<file path="config.mk">
export PLATFORM = sky130hd
export DESIGN_NAME = pipe_stream_adapter_flat
export DESIGN_NICKNAME = d
export VERILOG_FILES = /design/src/rtl/pipe_stream_adapter_if.sv /design/src/rtl/pipe_stream_adapter.sv /design/src/flat_wrapper.sv
export SDC_FILE = /design/constraint.sdc
export NUM_CORES = 1
export LEC_CHECK = 0
export BUFFER_PORTS_ARGS = -buffer_cell sky130_fd_sc_hd__buf_2
export CAP_MARGIN = 20
export CORE_MARGIN = 2
export CORE_UTILIZATION = 25
export CTS_CLUSTER_DIAMETER = 60
export DETAILED_ROUTE_END_ITERATION = 10
export PLACE_DENSITY = 0.46
export SLEW_MARGIN = 20
export SYNTH_ARGS = -nofsm -noshare
export SYNTH_HDL_FRONTEND = slang
export SYNTH_SLANG_ARGS = --single-unit
</file>
<file path="constraint.sdc">
create_clock -name clk -period 2.7 [get_ports clk]
set_input_delay 0.54 -clock clk [delete_from_list [all_inputs] [get_ports clk]]
set_output_delay 0.54 -clock clk [all_outputs]
set_load 0.03 [all_outputs]
</file>
<file path="src/rtl/pipe_stream_adapter_if.sv">
// rtl/pipe_stream_adapter_if.sv - stream, pipeline-drive and result signals of pipe_stream_adapter
// The adapter connects through the slave modport; its environment uses master.
interface pipe_stream_adapter_if #(
   parameter int DATA_WIDTH = 1
);
   logic                  in_valid;
   logic                  in_ready;
   logic                  in_pred;
   logic [DATA_WIDTH-1:0] in_x;
   logic                  pipe_pred;
   logic [DATA_WIDTH-1:0] pipe_x;
   logic [DATA_WIDTH-1:0] pipe_out;
   logic                  out_valid;
   logic                  out_ready;
   logic [DATA_WIDTH-1:0] out_data;

   modport master (
      output in_valid, in_pred, in_x, out_ready, pipe_out,
      input  in_ready, out_valid, out_data, pipe_pred, pipe_x
   );

   modport slave (
      input  in_valid, in_pred, in_x, out_ready, pipe_out,
      output in_ready, out_valid, out_data, pipe_pred, pipe_x
   );
endinterface

</file>
<file path="src/rtl/pipe_stream_adapter.sv">
// rtl/pipe_stream_adapter.sv - valid/ready stream wrapper around a fixed-latency stall-free pipeline
// Optional idle-cycle input gating: PIPE_STREAM_ADAPTER_INPUT_GATE_EN
module pipe_stream_adapter #(
   parameter int DATA_WIDTH = 1,
   parameter int LATENCY    = 2,
   parameter int FIFO_DEPTH = 4
) (
   input logic                  clk,
   input logic                  rst,
   pipe_stream_adapter_if.slave s
);
   localparam int CW = $clog2(FIFO_DEPTH + 1);
   localparam int AW = (FIFO_DEPTH > 1) ? $clog2(FIFO_DEPTH) : 1;
   localparam logic [CW-1:0] CREDIT_INIT = CW'(FIFO_DEPTH);
   localparam logic [AW-1:0] PTR_LAST    = AW'(FIFO_DEPTH - 1);

   logic [CW-1:0]         credits_q, credits_d;
   logic [CW-1:0]         count_q, count_d;
   logic [AW-1:0]         rd_ptr_q, rd_ptr_d;
   logic [AW-1:0]         wr_ptr_q, wr_ptr_d;
   logic [LATENCY-1:0]    vld_q, vld_d;
   logic [DATA_WIDTH-1:0] mem_q [FIFO_DEPTH];

   logic accept;
   logic pop;
   logic wr_en;

   function automatic logic [AW-1:0] ptr_inc(input logic [AW-1:0] p);
      return (p == PTR_LAST) ? '0 : p + AW'(1);
   endfunction

   // in_ready depends on registered credits only, never on out_ready
   assign s.in_ready  = (credits_q != '0);
   assign s.out_valid = (count_q != '0);
   assign s.out_data  = s.out_valid ? mem_q[rd_ptr_q] : '0;

   assign accept = s.in_valid & s.in_ready;
   assign pop    = s.out_valid & s.out_ready;
   assign wr_en  = vld_q[LATENCY-1];

`ifdef PIPE_STREAM_ADAPTER_INPUT_GATE_EN
   assign s.pipe_pred = accept & s.in_pred;
   assign s.pipe_x    = accept ? s.in_x : '0;
`else
   assign s.pipe_pred = s.in_pred;
   assign s.pipe_x    = s.in_x;
`endif

   generate
      if (LATENCY == 1) begin : g_vld_single
         assign vld_d = accept;
      end else begin : g_vld_shift
         assign vld_d = {vld_q[LATENCY-2:0], accept};
      end
   endgenerate

   always_comb begin
      credits_d = credits_q;
      count_d   = count_q;
      rd_ptr_d  = rd_ptr_q;
      wr_ptr_d  = wr_ptr_q;

      case ({accept, pop})
         2'b10:   credits_d = credits_q - CW'(1);
         2'b01:   credits_d = credits_q + CW'(1);
         default: credits_d = credits_q;
      endcase

      case ({wr_en, pop})
         2'b10:   count_d = count_q + CW'(1);
         2'b01:   count_d = count_q - CW'(1);
         default: count_d = count_q;
      endcase

      if (wr_en) begin
         wr_ptr_d = ptr_inc(wr_ptr_q);
      end
      if (pop) begin
         rd_ptr_d = ptr_inc(rd_ptr_q);
      end
   end

   always_ff @(posedge clk) begin
      if (rst) begin
         credits_q <= CREDIT_INIT;
         count_q   <= '0;
         rd_ptr_q  <= '0;
         wr_ptr_q  <= '0;
         vld_q     <= '0;
      end else begin
         credits_q <= credits_d;
         count_q   <= count_d;
         rd_ptr_q  <= rd_ptr_d;
         wr_ptr_q  <= wr_ptr_d;
         vld_q     <= vld_d;
      end
   end

   // Storage needs no reset: count gates every read of it
   always_ff @(posedge clk) begin
      if (wr_en) begin
         mem_q[wr_ptr_q] <= s.pipe_out;
      end
   end
endmodule

</file>
<file path="src/flat_wrapper.sv">
// flat-port wrapper written by rule: the top's interface ports become plain ports
module pipe_stream_adapter_flat 
#(
   parameter int DATA_WIDTH = 1,
   parameter int LATENCY    = 2,
   parameter int FIFO_DEPTH = 4
)
  (clk, rst, s_in_valid, s_in_pred, s_in_x, s_out_ready, s_pipe_out, s_in_ready, s_out_valid, s_out_data, s_pipe_pred, s_pipe_x);
  pipe_stream_adapter_if #(.DATA_WIDTH(DATA_WIDTH)) s_i ();
  input logic clk;
  input logic rst;
  input wire logic [$bits(s_i.in_valid)-1:0] s_in_valid;
  input wire logic [$bits(s_i.in_pred)-1:0] s_in_pred;
  input wire logic [$bits(s_i.in_x)-1:0] s_in_x;
  input wire logic [$bits(s_i.out_ready)-1:0] s_out_ready;
  input wire logic [$bits(s_i.pipe_out)-1:0] s_pipe_out;
  output wire logic [$bits(s_i.in_ready)-1:0] s_in_ready;
  output wire logic [$bits(s_i.out_valid)-1:0] s_out_valid;
  output wire logic [$bits(s_i.out_data)-1:0] s_out_data;
  output wire logic [$bits(s_i.pipe_pred)-1:0] s_pipe_pred;
  output wire logic [$bits(s_i.pipe_x)-1:0] s_pipe_x;
  assign s_i.in_valid = s_in_valid;
  assign s_i.in_pred = s_in_pred;
  assign s_i.in_x = s_in_x;
  assign s_i.out_ready = s_out_ready;
  assign s_i.pipe_out = s_pipe_out;
  assign s_in_ready = s_i.in_ready;
  assign s_out_valid = s_i.out_valid;
  assign s_out_data = s_i.out_data;
  assign s_pipe_pred = s_i.pipe_pred;
  assign s_pipe_x = s_i.pipe_x;
  pipe_stream_adapter #(.DATA_WIDTH(DATA_WIDTH), .LATENCY(LATENCY), .FIFO_DEPTH(FIFO_DEPTH)) u_core (.clk(clk), .rst(rst), .s(s_i));
endmodule
</file>
==> run_results.csv <==
group,metric,value,unit
run_status,status,"finished, final reports clean",
global_routing,grt_pass1_vias,533,
timing,skew,0.00162,ns
final_layout,layout.nets,102,
pwr,ir_drop,0.000453,V
global_routing,grt_max_degree,13,
setup_path,cpPeakStageDelay,0.39,ns
timing,relSlewSlack,82.6,%
min_path,hold_path_end,"u_core.vld_q[1]",
clock_network,clock_latency,0.29,ns
final_layout,seqCellArea,400,um2
timing,drv_slew,0,
setup_path,start_kind,"register",
global_routing,overflow,0,
clock_network,hold_buffers,0,
yosys,synth_fp_nets,93,
floorplanning,num_rows,21,
setup_path,crit-reg2reg-launch,"u_core.credits_q[2]",
min_path,hold_class,"register to register",
yosys,synthDistinctLibCells,22,
timing,setup_tns,0,ns
final_layout,syn_to_final_growth,11.9,%
route,via_per_inst,3.89,
pwr,p_leak,0.383,nW
setup_path,reg2regPathDepth,8,
placement,dpl.hpwl,896,um
setup_path,r2r-end,"u_core.credits_q[2]",
global_routing,grt_usage,7.26,%
placement,placed_area,918,um2
timing,worst_pin_slew,0.262,ns
floorplanning,start_util,25.7,%
global_routing,grt_pass1_wl,2240,um
setup_path,end_kind,"register",
setup_path,cp_top_family,"simple AND/OR/NAND/NOR gates",
floorplanning,die_w,62.1,um
yosys,synthCells,77,
yosys,yosysWarningCount,0,
final_layout,final_cell_mix,"14 x dfxtp_1, 9 x nor2_1, 8 x inv_1",
route,ant_nets,0,
route,drc_errors,0,
route,wl,1170,um
min_path,min_from,"u_core.vld_q[0]",
setup_path,r2r_slack,0.50,ns
final_layout,final_area,945,um2
final_layout,fillers,353,
timing,rsz0062_at_grt,"no",
timing,timing.final.crit_share,81.4,%
placement,place_inst,127,
pwr,p_per_area,879,nW/um2
setup_path,critical_path.cell_chain,"or3_1 -> nand2_1 -> ha_1 -> inv_1 -> fa_1 -> xor2_1 -> o21ai_0 -> or3b_1",
setup_path,cpMaxStageDelayCell,"or3_1",
setup_path,critPathMaxFanout,3,
setup_path,cp.required,2.88,ns
yosys,ys_seq_elements,18,
setup_path,cp_num_cells,8,
route,dr.pass1.iters,2,
final_layout,drive_above_1_share,15.3,%
final_layout,final_common_cell,"dfxtp_1",
route,num_vias,510,
route,post_drt_wl_per_cell,8.92,um
timing,fin_crit,2.20,ns
clock_network,cts_sinks,18,
floorplanning,core-area,3280,um2
global_routing,antenna_found_initial,0,
flow_run,cap_violations,0,
final_layout,diodes,0,
setup_path,crit_buf_inv,1,
clock_network,cts_setup_buffers,0,
final_layout,multi_input_area,395,um2
floorplanning,die_h,62.1,um
final_layout,finalNonFillerCells,131,
clock_network,cts_tree,"built",
clock_network,cts_buffers,3,
placement,portBuffers,7,
clock_network,h-tree-depth,1,
clock_network,cts_resized,0,
setup_path,crit_arrival,2.38,ns
floorplanning,die-area,3860,um2
yosys,ys_seq_area_share,47.4,%
timing,setup_violations,0,
timing,hold_viol,0,
yosys,avgSynthCellArea,11.0,um2
yosys,synth.cell_area,845,um2
clock_network,cts_buffer_depth,2,
timing,clock.fmax,0.455,GHz
floorplanning,top_level_ports,12,
clock_network,root_buffer,"clkbuf_4",
route,drtIter0Drc,18,
min_path,whs_path_depth,1,
setup_path,critPathKind,"register to register",
placement,routabilityCongestion,0.701,
clock_network,cts.clk_slew.worst_paths,0.10,ns
-- how the worst max path moves through the flow --
| stage | start | to | slack, ns |
|---|---|---|---|
| CTS | u_core.credits_q[0] | u_core.credits_q[2] | 0.49 |
| detailed placement | s_out_ready | u_core.credits_q[2] | 0.51 |
| finish | u_core.credits_q[2] | u_core.credits_q[2] | 0.50 |
| global route | u_core.credits_q[2] | u_core.credits_q[2] | 0.32 |
| global placement | u_core.credits_q[2] | u_core.credits_q[2] | 0.50 |
| floorplan | u_core.credits_q[0] | u_core.credits_q[2] | 0.42 |
-- metrics by stage --
step	setup WS, ns	power [mW]	hold WS [ns]	utilization (%)
finish	0.502	0.831	0.446	28.8
detailed placement	0.511	0.705	0.426	28.0
CTS	0.488	0.848	0.452	28.8
floorplan	0.417	0.638	0.414	-
global placement	0.503	0.697	0.418	28.0
global route	0.324	0.909	0.444	28.8
-- metal layers --
layer | vias up | global-route usage [%] | part of all wire, %
met3 | 2 | 3.44 | 5.6
met2 | 11 | 11.1 | 42
li1 | 268 | - | -
met1 | 229 | 8.95 | 51
met5 | - | 0 | 0
met4 | 0 | 2.50 | 1.0
-- kinds of logic after synthesis --
| group | count (synthesis) | synth area share, % |
|---|---|---|
| xor gates and xnor gates | 4 | 4.15 |
| muxes | 4 | 6.22 |
| AOI/OAI and AO/OA | 7 | 6.52 |
| buffers and inverters | 11 | 5.78 |
| and+or+nand+nor | 24 | 14.8 |
| DFF | 18 | 47.4 |
| adders and majority gates | 9 | 15.1 |
-- worst register-to-register path, cell delays in order, from the launching register on --
cell	delay (ns)
dfxtp_1	0.34
or3_1	0.39
nand2_1	0.11
ha_1	0.19
inv_1	0.06
fa_1	0.38
xor2_1	0.16
o21ai_0	0.12
or3b_1	0.34
-- cells in the mapped netlist --
library cell | number | area share [%]
or3b_1 | 1 | 1.0
o31ai_4 | 1 | 2.5
nor2b_1 | 1 | 0.74
nand2_1 | 2 | 0.89
a21oi_1 | 3 | 1.8
or3_1 | 4 | 3.0
fa_1 | 2 | 4.7
nor3b_1 | 1 | 0.89
mux2i_1 | 3 | 3.6
dfxtp_1 | 14 | 33
and2_1 | 5 | 3.7
mux4_2 | 1 | 2.7
o21ai_0 | 2 | 1.2
xor2_1 | 4 | 4.1
nor2_1 | 9 | 4.0
a21oi_2 | 1 | 1.0
clkbuf_1 | 1 | 0.44
inv_1 | 8 | 3.6
buf_4 | 2 | 1.8
nor3_1 | 1 | 0.59
ha_1 | 7 | 10
edfxtp_1 | 4 | 14
-- power by group --
part | internal (mW) | switching, mW | total, mW | leakage [nW]
Clock | 0.0537 | 0.0806 | 0.134 | 0.0154
Sequential | 0.325 | 0.0471 | 0.372 | 0.151
Combinational | 0.142 | 0.183 | 0.324 | 0.217
Total | 0.520 | 0.310 | 0.831 | 0.383
-- final cells by class --
cell class | count | area share, %
Clock buffer | 3 | 2.38
Tap cell | 46 | 6.09
Sequential cell | 18 | 42.4
Multi-Input combinational cell | 48 | 41.9
Inverter | 8 | 3.18
Timing Repair Buffer | 7 | 3.71
Clock inverter | 1 | 0.397
(Power assumes the default switching activity.)
